==> config.mk <==
export PLATFORM = sky130hd
export DESIGN_NAME = io_channel_flat
export DESIGN_NICKNAME = d
export VERILOG_FILES = /design/src/rtl/io_channel_if.sv /design/src/rtl/io_channel.sv /design/src/flat_wrapper.sv
export SDC_FILE = /design/constraint.sdc
export NUM_CORES = 1
export LEC_CHECK = 0
export CAP_MARGIN = 20
export CORE_UTILIZATION = 41
export DETAILED_ROUTE_END_ITERATION = 10
export HOLD_SLACK_MARGIN = 0.06
export PLACE_DENSITY = 0.82
export REMOVE_ABC_BUFFERS = 1
export SKIP_CTS_REPAIR_TIMING = 1
export SLEW_MARGIN = 10
export SYNTH_ARGS = -nofsm -noshare
export SYNTH_HDL_FRONTEND = slang
export SYNTH_SLANG_ARGS = --single-unit
export TNS_END_PERCENT = 10
==> constraint.sdc <==
create_clock -name clk -period 2.1 [get_ports clk]
set_input_delay 0.42 -clock clk [delete_from_list [all_inputs] [get_ports clk]]
set_output_delay 0.42 -clock clk [all_outputs]
set_load 0.005 [all_outputs]
==> src/rtl/io_channel_if.sv <==
// Bus-and-tag connection between the io_channel and a daisy-chain of control units.
// The channel uses the master modport; a control unit (or its model) uses slave.
interface io_channel_if;
    logic [7:0] bus_out;
    logic [7:0] bus_in;
    logic       operational_out;
    logic       hold_out;
    logic       select_out;
    logic       address_out;
    logic       command_out;
    logic       service_out;
    logic       select_in;
    logic       operational_in;
    logic       address_in;
    logic       status_in;
    logic       service_in;

    modport master (
        output bus_out, operational_out, hold_out, select_out,
               address_out, command_out, service_out,
        input  bus_in, select_in, operational_in, address_in,
               status_in, service_in
    );

    modport slave (
        input  bus_out, operational_out, hold_out, select_out,
               address_out, command_out, service_out,
        output bus_in, select_in, operational_in, address_in,
               status_in, service_in
    );
endinterface

==> src/rtl/io_channel.sv <==
// Byte-serial bus-and-tag channel: selection, command, status, data transfer and ending status.
// Define IO_CHANNEL_TIMEOUT_EN to bound every wait state with an 8-bit timeout.
module io_channel (
    input  logic        clk,
    input  logic        reset_n,
    input  logic [7:0]  address,
    input  logic [7:0]  command,
    input  logic [7:0]  count,
    input  logic        start_strobe,
    input  logic [7:0]  write_data,
    output logic        write_data_req,
    output logic [7:0]  read_data,
    output logic        read_data_valid,
    output logic [7:0]  res_count,
    output logic [7:0]  status,
    output logic        done,
    output logic        no_cu,
    output logic        timeout,
    output logic [3:0]  state,
    io_channel_if.master bus
);

    typedef enum logic [3:0] {
        STATE_IDLE       = 4'd0,
        STATE_SEL        = 4'd1,
        STATE_CMD        = 4'd2,
        STATE_STATUS     = 4'd3,
        STATE_DATA       = 4'd4,
        STATE_STOP       = 4'd5,
        STATE_END_STATUS = 4'd6,
        STATE_RELEASE    = 4'd7
    } state_t;

    state_t     state_q;
    logic [7:0] cmd_q;
    logic [7:0] res_count_q;
    logic [7:0] status_q;
    logic [7:0] bus_out_q;
    logic [7:0] read_data_q;
    logic       op_q, hold_q, sel_q, addr_q, cmd_out_q, svc_q;
    logic       rdv_q, wreq_q, done_q, no_cu_q;
    logic       is_read, is_write;

    assign is_read  = (cmd_q == 8'h02);
    assign is_write = (cmd_q == 8'h01);

`ifdef IO_CHANNEL_TIMEOUT_EN
    state_t     prev_q;
    logic [7:0] tmo_q;
    logic       timeout_q;
    logic       wait_state;
    logic       tmo_hit;

    assign wait_state = (state_q != STATE_IDLE) && (state_q != STATE_RELEASE);
    assign tmo_hit    = wait_state && (tmo_q == 8'hFF);
    assign timeout    = timeout_q;

    // Counter restarts whenever the state differs from the previous cycle's state.
    always_ff @(posedge clk or negedge reset_n) begin
        if (!reset_n) begin
            prev_q <= STATE_IDLE;
            tmo_q  <= '0;
        end else begin
            prev_q <= state_q;
            if (!wait_state || (state_q != prev_q)) tmo_q <= '0;
            else                                    tmo_q <= tmo_q + 8'd1;
        end
    end
`else
    assign timeout = 1'b0;
`endif

    always_ff @(posedge clk or negedge reset_n) begin
        if (!reset_n) begin
            state_q     <= STATE_IDLE;
            cmd_q       <= '0;
            res_count_q <= '0;
            status_q    <= '0;
            bus_out_q   <= '0;
            read_data_q <= '0;
            op_q        <= 1'b0;
            hold_q      <= 1'b0;
            sel_q       <= 1'b0;
            addr_q      <= 1'b0;
            cmd_out_q   <= 1'b0;
            svc_q       <= 1'b0;
            rdv_q       <= 1'b0;
            wreq_q      <= 1'b0;
            done_q      <= 1'b0;
            no_cu_q     <= 1'b0;
`ifdef IO_CHANNEL_TIMEOUT_EN
            timeout_q   <= 1'b0;
`endif
        end else begin
            rdv_q  <= 1'b0;
            wreq_q <= 1'b0;
            done_q <= 1'b0;
            case (state_q)
                STATE_IDLE: begin
                    op_q <= 1'b1;
                    if (start_strobe) begin
                        cmd_q       <= command;
                        res_count_q <= count;
                        no_cu_q     <= 1'b0;
`ifdef IO_CHANNEL_TIMEOUT_EN
                        timeout_q   <= 1'b0;
`endif
                        bus_out_q   <= address;
                        hold_q      <= 1'b1;
                        sel_q       <= 1'b1;
                        addr_q      <= 1'b1;
                        state_q     <= STATE_SEL;
                    end
                end
                STATE_SEL: begin
                    if (bus.select_in) begin
                        no_cu_q <= 1'b1;
                        state_q <= STATE_RELEASE;
                    end else if (bus.address_in && bus.operational_in) begin
                        addr_q    <= 1'b0;
                        bus_out_q <= cmd_q;
                        cmd_out_q <= 1'b1;
                        state_q   <= STATE_CMD;
                    end
                end
                STATE_CMD: begin
                    if (!bus.address_in) begin
                        cmd_out_q <= 1'b0;
                        state_q   <= STATE_STATUS;
                    end
                end
                STATE_STATUS: begin
                    // Status is latched when accepted; the branch is taken once status_in drops.
                    if (!svc_q) begin
                        if (bus.status_in) begin
                            status_q <= bus.bus_in;
                            svc_q    <= 1'b1;
                        end
                    end else if (!bus.status_in) begin
                        svc_q   <= 1'b0;
                        state_q <= ((status_q & 8'h18) != 8'h00) ? STATE_RELEASE : STATE_DATA;
                    end
                end
                STATE_DATA: begin
                    if (svc_q) begin
                        if (!bus.service_in) svc_q <= 1'b0;
                    end else if (bus.status_in) begin
                        state_q <= STATE_END_STATUS;
                    end else if (bus.service_in) begin
                        if (res_count_q != 8'h00) begin
                            if (is_read) begin
                                read_data_q <= bus.bus_in;
                                rdv_q       <= 1'b1;
                            end
                            if (is_write) begin
                                bus_out_q <= write_data;
                                wreq_q    <= 1'b1;
                            end
                            svc_q       <= 1'b1;
                            res_count_q <= res_count_q - 8'd1;
                        end else begin
                            cmd_out_q <= 1'b1;
                            state_q   <= STATE_STOP;
                        end
                    end
                end
                STATE_STOP: begin
                    if (!bus.service_in) begin
                        cmd_out_q <= 1'b0;
                        state_q   <= STATE_END_STATUS;
                    end
                end
                STATE_END_STATUS: begin
                    if (!svc_q) begin
                        if (bus.status_in) begin
                            status_q <= bus.bus_in;
                            svc_q    <= 1'b1;
                        end
                    end else if (!bus.status_in) begin
                        svc_q   <= 1'b0;
                        state_q <= STATE_RELEASE;
                    end
                end
                STATE_RELEASE: begin
                    hold_q    <= 1'b0;
                    sel_q     <= 1'b0;
                    addr_q    <= 1'b0;
                    cmd_out_q <= 1'b0;
                    svc_q     <= 1'b0;
                    bus_out_q <= '0;
                    done_q    <= 1'b1;
                    state_q   <= STATE_IDLE;
                end
                default: state_q <= STATE_IDLE;
            endcase
`ifdef IO_CHANNEL_TIMEOUT_EN
            if (tmo_hit) begin
                timeout_q <= 1'b1;
                state_q   <= STATE_RELEASE;
            end
`endif
        end
    end

    assign bus.bus_out         = bus_out_q;
    assign bus.operational_out = op_q;
    assign bus.hold_out        = hold_q;
    assign bus.select_out      = sel_q;
    assign bus.address_out     = addr_q;
    assign bus.command_out     = cmd_out_q;
    assign bus.service_out     = svc_q;

    assign write_data_req  = wreq_q;
    assign read_data       = read_data_q;
    assign read_data_valid = rdv_q;
    assign res_count       = res_count_q;
    assign status          = status_q;
    assign done            = done_q;
    assign no_cu           = no_cu_q;
    assign state           = state_q;

endmodule

==> src/flat_wrapper.sv <==
// flat-port wrapper written by rule: the top's interface ports become plain ports
module io_channel_flat 
  (clk, reset_n, address, command, count, start_strobe, write_data, write_data_req, read_data, read_data_valid, res_count, status, done, no_cu, timeout, state, bus_bus_out, bus_operational_out, bus_hold_out, bus_select_out, bus_address_out, bus_command_out, bus_service_out, bus_bus_in, bus_select_in, bus_operational_in, bus_address_in, bus_status_in, bus_service_in);
  io_channel_if bus_i ();
  input  logic clk;
  input  logic reset_n;
  input  logic [7:0] address;
  input  logic [7:0] command;
  input  logic [7:0] count;
  input  logic start_strobe;
  input  logic [7:0] write_data;
  output logic write_data_req;
  output logic [7:0] read_data;
  output logic read_data_valid;
  output logic [7:0] res_count;
  output logic [7:0] status;
  output logic done;
  output logic no_cu;
  output logic timeout;
  output logic [3:0] state;
  output wire logic [$bits(bus_i.bus_out)-1:0] bus_bus_out;
  output wire logic [$bits(bus_i.operational_out)-1:0] bus_operational_out;
  output wire logic [$bits(bus_i.hold_out)-1:0] bus_hold_out;
  output wire logic [$bits(bus_i.select_out)-1:0] bus_select_out;
  output wire logic [$bits(bus_i.address_out)-1:0] bus_address_out;
  output wire logic [$bits(bus_i.command_out)-1:0] bus_command_out;
  output wire logic [$bits(bus_i.service_out)-1:0] bus_service_out;
  input wire logic [$bits(bus_i.bus_in)-1:0] bus_bus_in;
  input wire logic [$bits(bus_i.select_in)-1:0] bus_select_in;
  input wire logic [$bits(bus_i.operational_in)-1:0] bus_operational_in;
  input wire logic [$bits(bus_i.address_in)-1:0] bus_address_in;
  input wire logic [$bits(bus_i.status_in)-1:0] bus_status_in;
  input wire logic [$bits(bus_i.service_in)-1:0] bus_service_in;
  assign bus_bus_out = bus_i.bus_out;
  assign bus_operational_out = bus_i.operational_out;
  assign bus_hold_out = bus_i.hold_out;
  assign bus_select_out = bus_i.select_out;
  assign bus_address_out = bus_i.address_out;
  assign bus_command_out = bus_i.command_out;
  assign bus_service_out = bus_i.service_out;
  assign bus_i.bus_in = bus_bus_in;
  assign bus_i.select_in = bus_select_in;
  assign bus_i.operational_in = bus_operational_in;
  assign bus_i.address_in = bus_address_in;
  assign bus_i.status_in = bus_status_in;
  assign bus_i.service_in = bus_service_in;
  io_channel u_core (.clk(clk), .reset_n(reset_n), .address(address), .command(command), .count(count), .start_strobe(start_strobe), .write_data(write_data), .write_data_req(write_data_req), .read_data(read_data), .read_data_valid(read_data_valid), .res_count(res_count), .status(status), .done(done), .no_cu(no_cu), .timeout(timeout), .state(state), .bus(bus_i));
endmodule
==> key figures <==
Run status
  • Status: finished, violations left
  • Failing checks: DRC

CTS
  • Number of buffers created by CTS: 5
  • Clock transition at path regs: 0.10 ns
  • TritonCTS clock tree: yes
  • Root buffer selected by CTS: clkbuf_8
  • Clk_lat worst skew: 0.31 ns
  • Longest Clk Path Bufs: 2
  • H-tree level count: 2
  • CTS sink cnt: 52

Global routing
  • Pin count of the biggest net entering global routing: 53
  • Global-route wire length before repair: 11710 µm
  • Total congestion overflow: 0
  • Antenna violations before repair: 0
  • Number of global-route vias before repair: 2563
  • Gr usage total: 0.2089

Yosys
  • Top FF cell, synth: dfrtp_1
  • Post-synthesis mux area share: 0.1457
  • Post-Synth Adder-Cell Area: 0.009079
  • Number of distinct standard cells referenced by the synthesized netlist: 48
  • Cell Area, Synth: 2756 µm²
  • Proportion of synthesized chip area in sequential cells: 0.4721
  • Number of enable flip-flop cells after synthesis: 0
  • Synth cell count leaders: dfrtp_1 (52), o21ai_0 (24), a21oi_1 (20), nand3_1 (17), nand2_1 (16)
  • Fraction of synthesized cell area taken by the top area cell type: 0.4721
  • Post-synthesis average cell area: 10.10 µm²
  • Xor/xnor cell area share of the yosys netlist: 0.003177
  • Number of synthesized register bits: 52
  • Syn. warnings: 0
  • Share of async-settable or async-resettable flops after synthesis: 1.000
  • Library cell with the largest summed area after synthesis: dfrtp_1
  • Simple-gate share of the synthesized area: 0.1498
  • Cell with the most instances after synthesis: dfrtp_1
  • Number of instances in the synthesized netlist: 273
  • Dominant cells by area after synthesis: dfrtp_1 (47%), o21ai_0 (4.4%), mux2_4 (4.4%)
  • Area fraction in compound gates after synthesis: 0.1675
  • Main combinational cell family by area after synthesis: compound AO/OA/AOI/OAI gates

Timing
  • RSZ-0062 raised after global routing: true
  • Share of the cycle needed by the critical path after routing: 0.9892
  • Clock Skew: 0.005603 ns
  • Slew headroom: 0.5636
  • Final TNS setup: 0 ns
  • Final max-slew violation count: 0
  • Final Hold Violating Endpoints: 0
  • Tmin final: 2.077 ns
  • Number of setup violations in the final report: 0
  • Fmax: 481.4 MHz
  • Worst slew pin tran: 0.6545 ns

Detailed routing
  • Vias per inst: 5.417
  • Total length of routed wires: 6991 µm
  • Via total after detailed routing: 2492
  • Routed wire per std cell: 15.20 µm
  • Antenna violation net count after detailed routing: 0
  • Number of iterations in the first detailed-routing pass: 7
  • Number of design rule violations left after detail routing: 6
  • Number of DRC violations after detailed-routing iteration 0: 218

Pwr
  • Maximum vdd drop: 0.5896 mV
  • Total power per unit cell area: 1304 nW/µm²
  • Pleak: 1.677 nW
  • Final Total Pwr: 0.005262 W

Layout
  • Area growth from synthesis to layout: 46.39%
  • Sequential cell area: 1301 µm²
  • Final std cells w/o fill: 460
  • Area of combinational cells with multiple inputs: 1321 µm²
  • Ratio of cells with drive above 1 in the final layout: 0.1619
  • Total inserted antenna cells: 0
  • Final net count: 432
  • Number of filler cells placed in the layout: 541

Floorplanning
  • Area of the core: 6422 µm²
  • Cell Rows: 29
  • Top Ports: 95
  • Die X-Extent: 84.00 µm
  • Initial Utilization: 0.4292
  • Height of the die: 84.00 µm
  • Total Die Area: 7055 µm²

Critical path
  • Type of origin of the critical path: flop
  • CP Class: flop to flop
  • Worst reg2reg path endpoint: u_core.bus.bus_out[6]$_DFFE_PN0P_
  • Worst R2R Path Depth: 7
  • Data required time of the worst path: 2.34 ns
  • Type of element capturing the critical path: flop
  • Worst R2R Setup Slack: 0.02 ns
  • Data arrival time of the worst path: 2.31 ns
  • Worst R2R Start: u_core.res_count[5]$_DFFE_PN0P_
  • CP max FO: 8

Flow run
  • Count of maximum capacitance violations: 0

Place
  • Routability congestion estimate from global placement: 0.8811
  • Number of placed instances, taps included: 452
  • Number of buffers inserted by port buffering: 92
  • Final HPWL from detailed placement: 5202 µm

Min path
  • Hold crit path type: input pin to asynchronous set/reset pin
## final cells by class
class | instances | share of cell area
multi-input cells | 190 | 0.3274
flip-flops and latches | 52 | 0.3225
repair buffers | 121 | 0.2912
well taps | 77 | 0.02388
clock buffers | 5 | 0.01705
inverters | 12 | 0.01116
clock inverters | 3 | 0.006822
## metal layers
layer | GRT usage | part of all wire
met1 | 0.2505 | 0.41
met2 | 0.3756 | 0.51
met3 | 0.05045 | 0.070
met4 | 0.05016 | 0.0057
met5 | 0 | 0
## worst max path at each step
stage | to | start | cells past startpoint | slack [ns]
finish | u_core.bus.bus_out[6]$_DFFE_PN0P_ | u_core.res_count[5]$_DFFE_PN0P_ | 7 | 0.02
global route | u_core.bus.bus_out[6]$_DFFE_PN0P_ | u_core.res_count[5]$_DFFE_PN0P_ | 7 | -0.1
CTS | u_core.read_data[6]$_DFFE_PN0P_ | u_core.res_count[5]$_DFFE_PN0P_ | 6 | 0.01
detailed placement | u_core.read_data[6]$_DFFE_PN0P_ | bus_status_in | 7 | -0.04
global placement | u_core.read_data[7]$_DFFE_PN0P_ | bus_status_in | 7 | 0.008
floorplan | u_core.read_data[0]$_DFFE_PN0P_ | u_core.state[1]$_DFFE_PN0P_ | 5 | -0.21
## registers in the layout, indices dropped and copies added (netlist names)
register / count
u_core.bus.bus_out: 8
u_core.read_data_valid: 1
u_core.cmd_q: 8
u_core.res_count: 8
u_core.done: 1
u_core.state: 3
u_core.bus.command_out: 1
u_core.bus.hold_out: 1
u_core.bus.operational_out: 1
u_core.no_cu: 1
u_core.status: 8
u_core.read_data: 8
u_core.write_data_req: 1
u_core.bus.address_out: 1
u_core.bus.service_out: 1
## power breakdown
| group | switching [W] | internal, W |
|---|---|---|
| Sequential | 0.000316 | 0.00140 |
| Clock | 0.000367 | 0.000245 |
| Combinational | 0.00131 | 0.00162 |
| Total | 0.00199 | 0.00327 |
## cells by family (layout without fill, tap and decap cells)
logic type | count (synthesis) | count (layout)
other | 1 | 2
buffers and inverters | 32 | 141
XOR/XNOR | 1 | 1
flip-flops | 52 | 52
multiplexers | 34 | 34
AO/OA/AOI/OAI | 77 | 77
adder cells (fa/ha/maj) | 2 | 2
AND/OR/NAND/NOR | 74 | 74
## placed cells by master (no fill, tap or decap), types with 3 or more instances in the layout
cell	count
buf_4	25
buf_12	3
mux2i_1	9
nor2_1	12
o21ai_0	24
a21oi_1	19
o211ai_1	3
o22ai_1	12
clkbuf_8	5
mux2_4	8
o21ai_1	3
clkdlybuf4s50_1	91
inv_1	12
nor3_1	3
nor3b_1	3
mux2_2	8
nand2_1	16
nand3_1	17
dfrtp_1	52
nand2b_1	8
and4b_1	3
mux2_1	9
## critical path: stages (launching register included)
cell and delay, ns:
dfrtp_1 0.39, or4_4 0.56, nor4b_4 0.27, buf_4 0.19
o211ai_1 0.11, o311a_1 0.16, buf_12 0.16, mux2i_1 0.17
## stage by stage
step | cell area, µm² | utilization | setup WS (ns) | hold WS [ns]
2_1_floorplan | 2664 | - | -0.2105 | 0.1244
3_3_place_gp | 3931 | 0.6121 | 0.008303 | 0.4552
3_5_place_dp | 3931 | 0.6121 | -0.03825 | 0.4636
4_1_cts | 4028 | 0.6271 | 0.01308 | 0.2368
5_1_grt | 4035 | 0.6283 | -0.09543 | 0.2624
6_report | 4035 | 0.6283 | 0.02262 | 0.2017
No activity file was read; power rests on OpenSTA's default activity.
==> RTL change: new RTL, config.mk and constraints unchanged <==
Register the inputs `address`, `command`, `count`, `start_strobe` and `write_data` before use, cleared by the reset. The logic sees them one clock later. The other inputs are not delayed to match.
--- a/src/rtl/io_channel.sv
+++ b/src/rtl/io_channel.sv
@@ -31,6 +31,28 @@
         STATE_RELEASE    = 4'd7
     } state_t;
 
+    logic [7:0] address_q;
+    logic [7:0] command_q;
+    logic [7:0] count_q;
+    logic start_strobe_q;
+    logic [7:0] write_data_q;
+
+    always_ff @(posedge clk or negedge reset_n) begin
+        if (!reset_n) begin
+            address_q      <= '0;
+            command_q      <= '0;
+            count_q        <= '0;
+            start_strobe_q <= '0;
+            write_data_q   <= '0;
+        end else begin
+            address_q      <= address;
+            command_q      <= command;
+            count_q        <= count;
+            start_strobe_q <= start_strobe;
+            write_data_q   <= write_data;
+        end
+    end
+
     state_t     state_q;
     logic [7:0] cmd_q;
     logic [7:0] res_count_q;
@@ -98,14 +120,14 @@
             case (state_q)
                 STATE_IDLE: begin
                     op_q <= 1'b1;
-                    if (start_strobe) begin
-                        cmd_q       <= command;
-                        res_count_q <= count;
+                    if (start_strobe_q) begin
+                        cmd_q       <= command_q;
+                        res_count_q <= count_q;
                         no_cu_q     <= 1'b0;
 `ifdef IO_CHANNEL_TIMEOUT_EN
                         timeout_q   <= 1'b0;
 `endif
-                        bus_out_q   <= address;
+                        bus_out_q   <= address_q;
                         hold_q      <= 1'b1;
                         sel_q       <= 1'b1;
                         addr_q      <= 1'b1;
@@ -153,7 +175,7 @@
                                 rdv_q       <= 1'b1;
                             end
                             if (is_write) begin
-                                bus_out_q <= write_data;
+                                bus_out_q <= write_data_q;
                                 wreq_q    <= 1'b1;
                             end
                             svc_q       <= 1'b1;
Formal check against the unedited RTL: not equivalent (Yosys sat finds a counterexample within 4 cycles, from zero or initial values and one cycle with reset_n low).
==> RTL change against the unedited design <==
Critical path depth did not move. Setup slack gained 0.055 ns. Worst hold slack improved by 0.27 ns. Sequential cell count increased by 33. Synthesized cell count is 16% higher. Cell area rose by 28%. Total power grew 34%. Non-clock buffer count up 2. Synthesized area rose by 33%. Routed wire length is 25% higher. Combinational power up 6%.
==> RTL change: results <==
set metrics [dict create \
    synth_seq_area_share_pct 58.0 \
    critPathMaxStageDelay_ns 0.45 \
    nets 481 \
    leakage_nw 2.16 \
    met2_length_um 4470 \
    switching_share_pct 34.4 \
    htreeDepth 3 \
    grt_max_degree 58 \
    routed_wl_um 8740 \
    skew_ns 0.0101 \
    routed-wl-met3_um 589 \
    wl_per_cell_um 16.1 \
    synth.area.top_cells "dfrtp_1, mux2_2, a21oi_1" \
    drt_iter0_drc 144 \
    gp_congestion 0.854 \
    finalPower_mw 7.05 \
    hpwl_um 6320 \
    drtPass1Iterations 5 \
    synth_area_per_cell_sq_um 11.6 \
    synth_compound_area_share_pct 16.7 \
    r2r_setup_slack_ns 0.08 \
    dpl.cell_count 527 \
    wl_met1_um 3530 \
    grt_pass1_vias 2830 \
    grt_usage_pct 20.0 \
    status "complete, no violations" \
    synth_xor_area_share_pct 0.239 \
    crit_arrival_ns 2.28 \
    drc 0 \
    grt_pass1_wl_um 13700 \
    synthMuxAreaShare_pct 9.82 \
]
[RTL change: cell types whose count changed after synthesis, sizes merged, moves of 7 or more]
cell    before  now
mux2i        9    0
nand3       17    7
o21ai       27   20
dfrtp       52   85
a211oi       1   11
nor2        12   21
o22a         0    9
mux2        25   32
[RTL change: stage by stage]
stage	hold WS, ns	setup WS, ns	instance area, sq um	setup TNS [ns]
6_report	0.471	0.0771	5150	0
3_3_place_gp	0.372	-0.0557	4870	-0.439
3_5_place_dp	0.378	-0.0863	4870	-0.674
2_1_floorplan	0.124	-0.164	3560	-3.14
5_1_grt	0.461	-0.0181	5150	-0.169
4_1_cts	-0.0198	-0.0448	5120	-0.466
[RTL change: layout make-up]
cell class                 instances  share of cell area (%)
sequential                        85                    41.3
multi-input combinational        205                    27.7
timing repair buffer             123                    22.9
inverter                           7                   0.510
clock buffer                       9                    2.40
clock inverter                     7                    2.53
tap                              108                    2.62
[RTL change: worst paths after layout]
| check | start | endpoint | depth (start not counted) |
|---|---|---|---|
| min reg2reg | u_core.bus.operational_out$_DFFE_PN0P_ | u_core.bus.operational_out$_DFFE_PN0P_ | 1 |
| max | u_core.cmd_q[7]$_DFFE_PN0P_ | u_core.read_data[6]$_DFFE_PN0P_ | 7 |
| min in group asynchronous | reset_n | u_core.res_count[6]$_DFFE_PN0P_ | 2 |
| max reg2reg | u_core.cmd_q[7]$_DFFE_PN0P_ | u_core.read_data[6]$_DFFE_PN0P_ | 7 |
| max in group asynchronous | reset_n | u_core.write_data_q[1]$_DFF_PN0_ | 3 |
| min | u_core.bus.operational_out$_DFFE_PN0P_ | u_core.bus.operational_out$_DFFE_PN0P_ | 1 |
[RTL change: routing by layer]
metal  global-route usage (%)  vias up
met5                        0        -
met3                     5.56       14
li1                         -     1381
met2                     34.2      119
met1                     23.6     1417
met4                     8.46        0
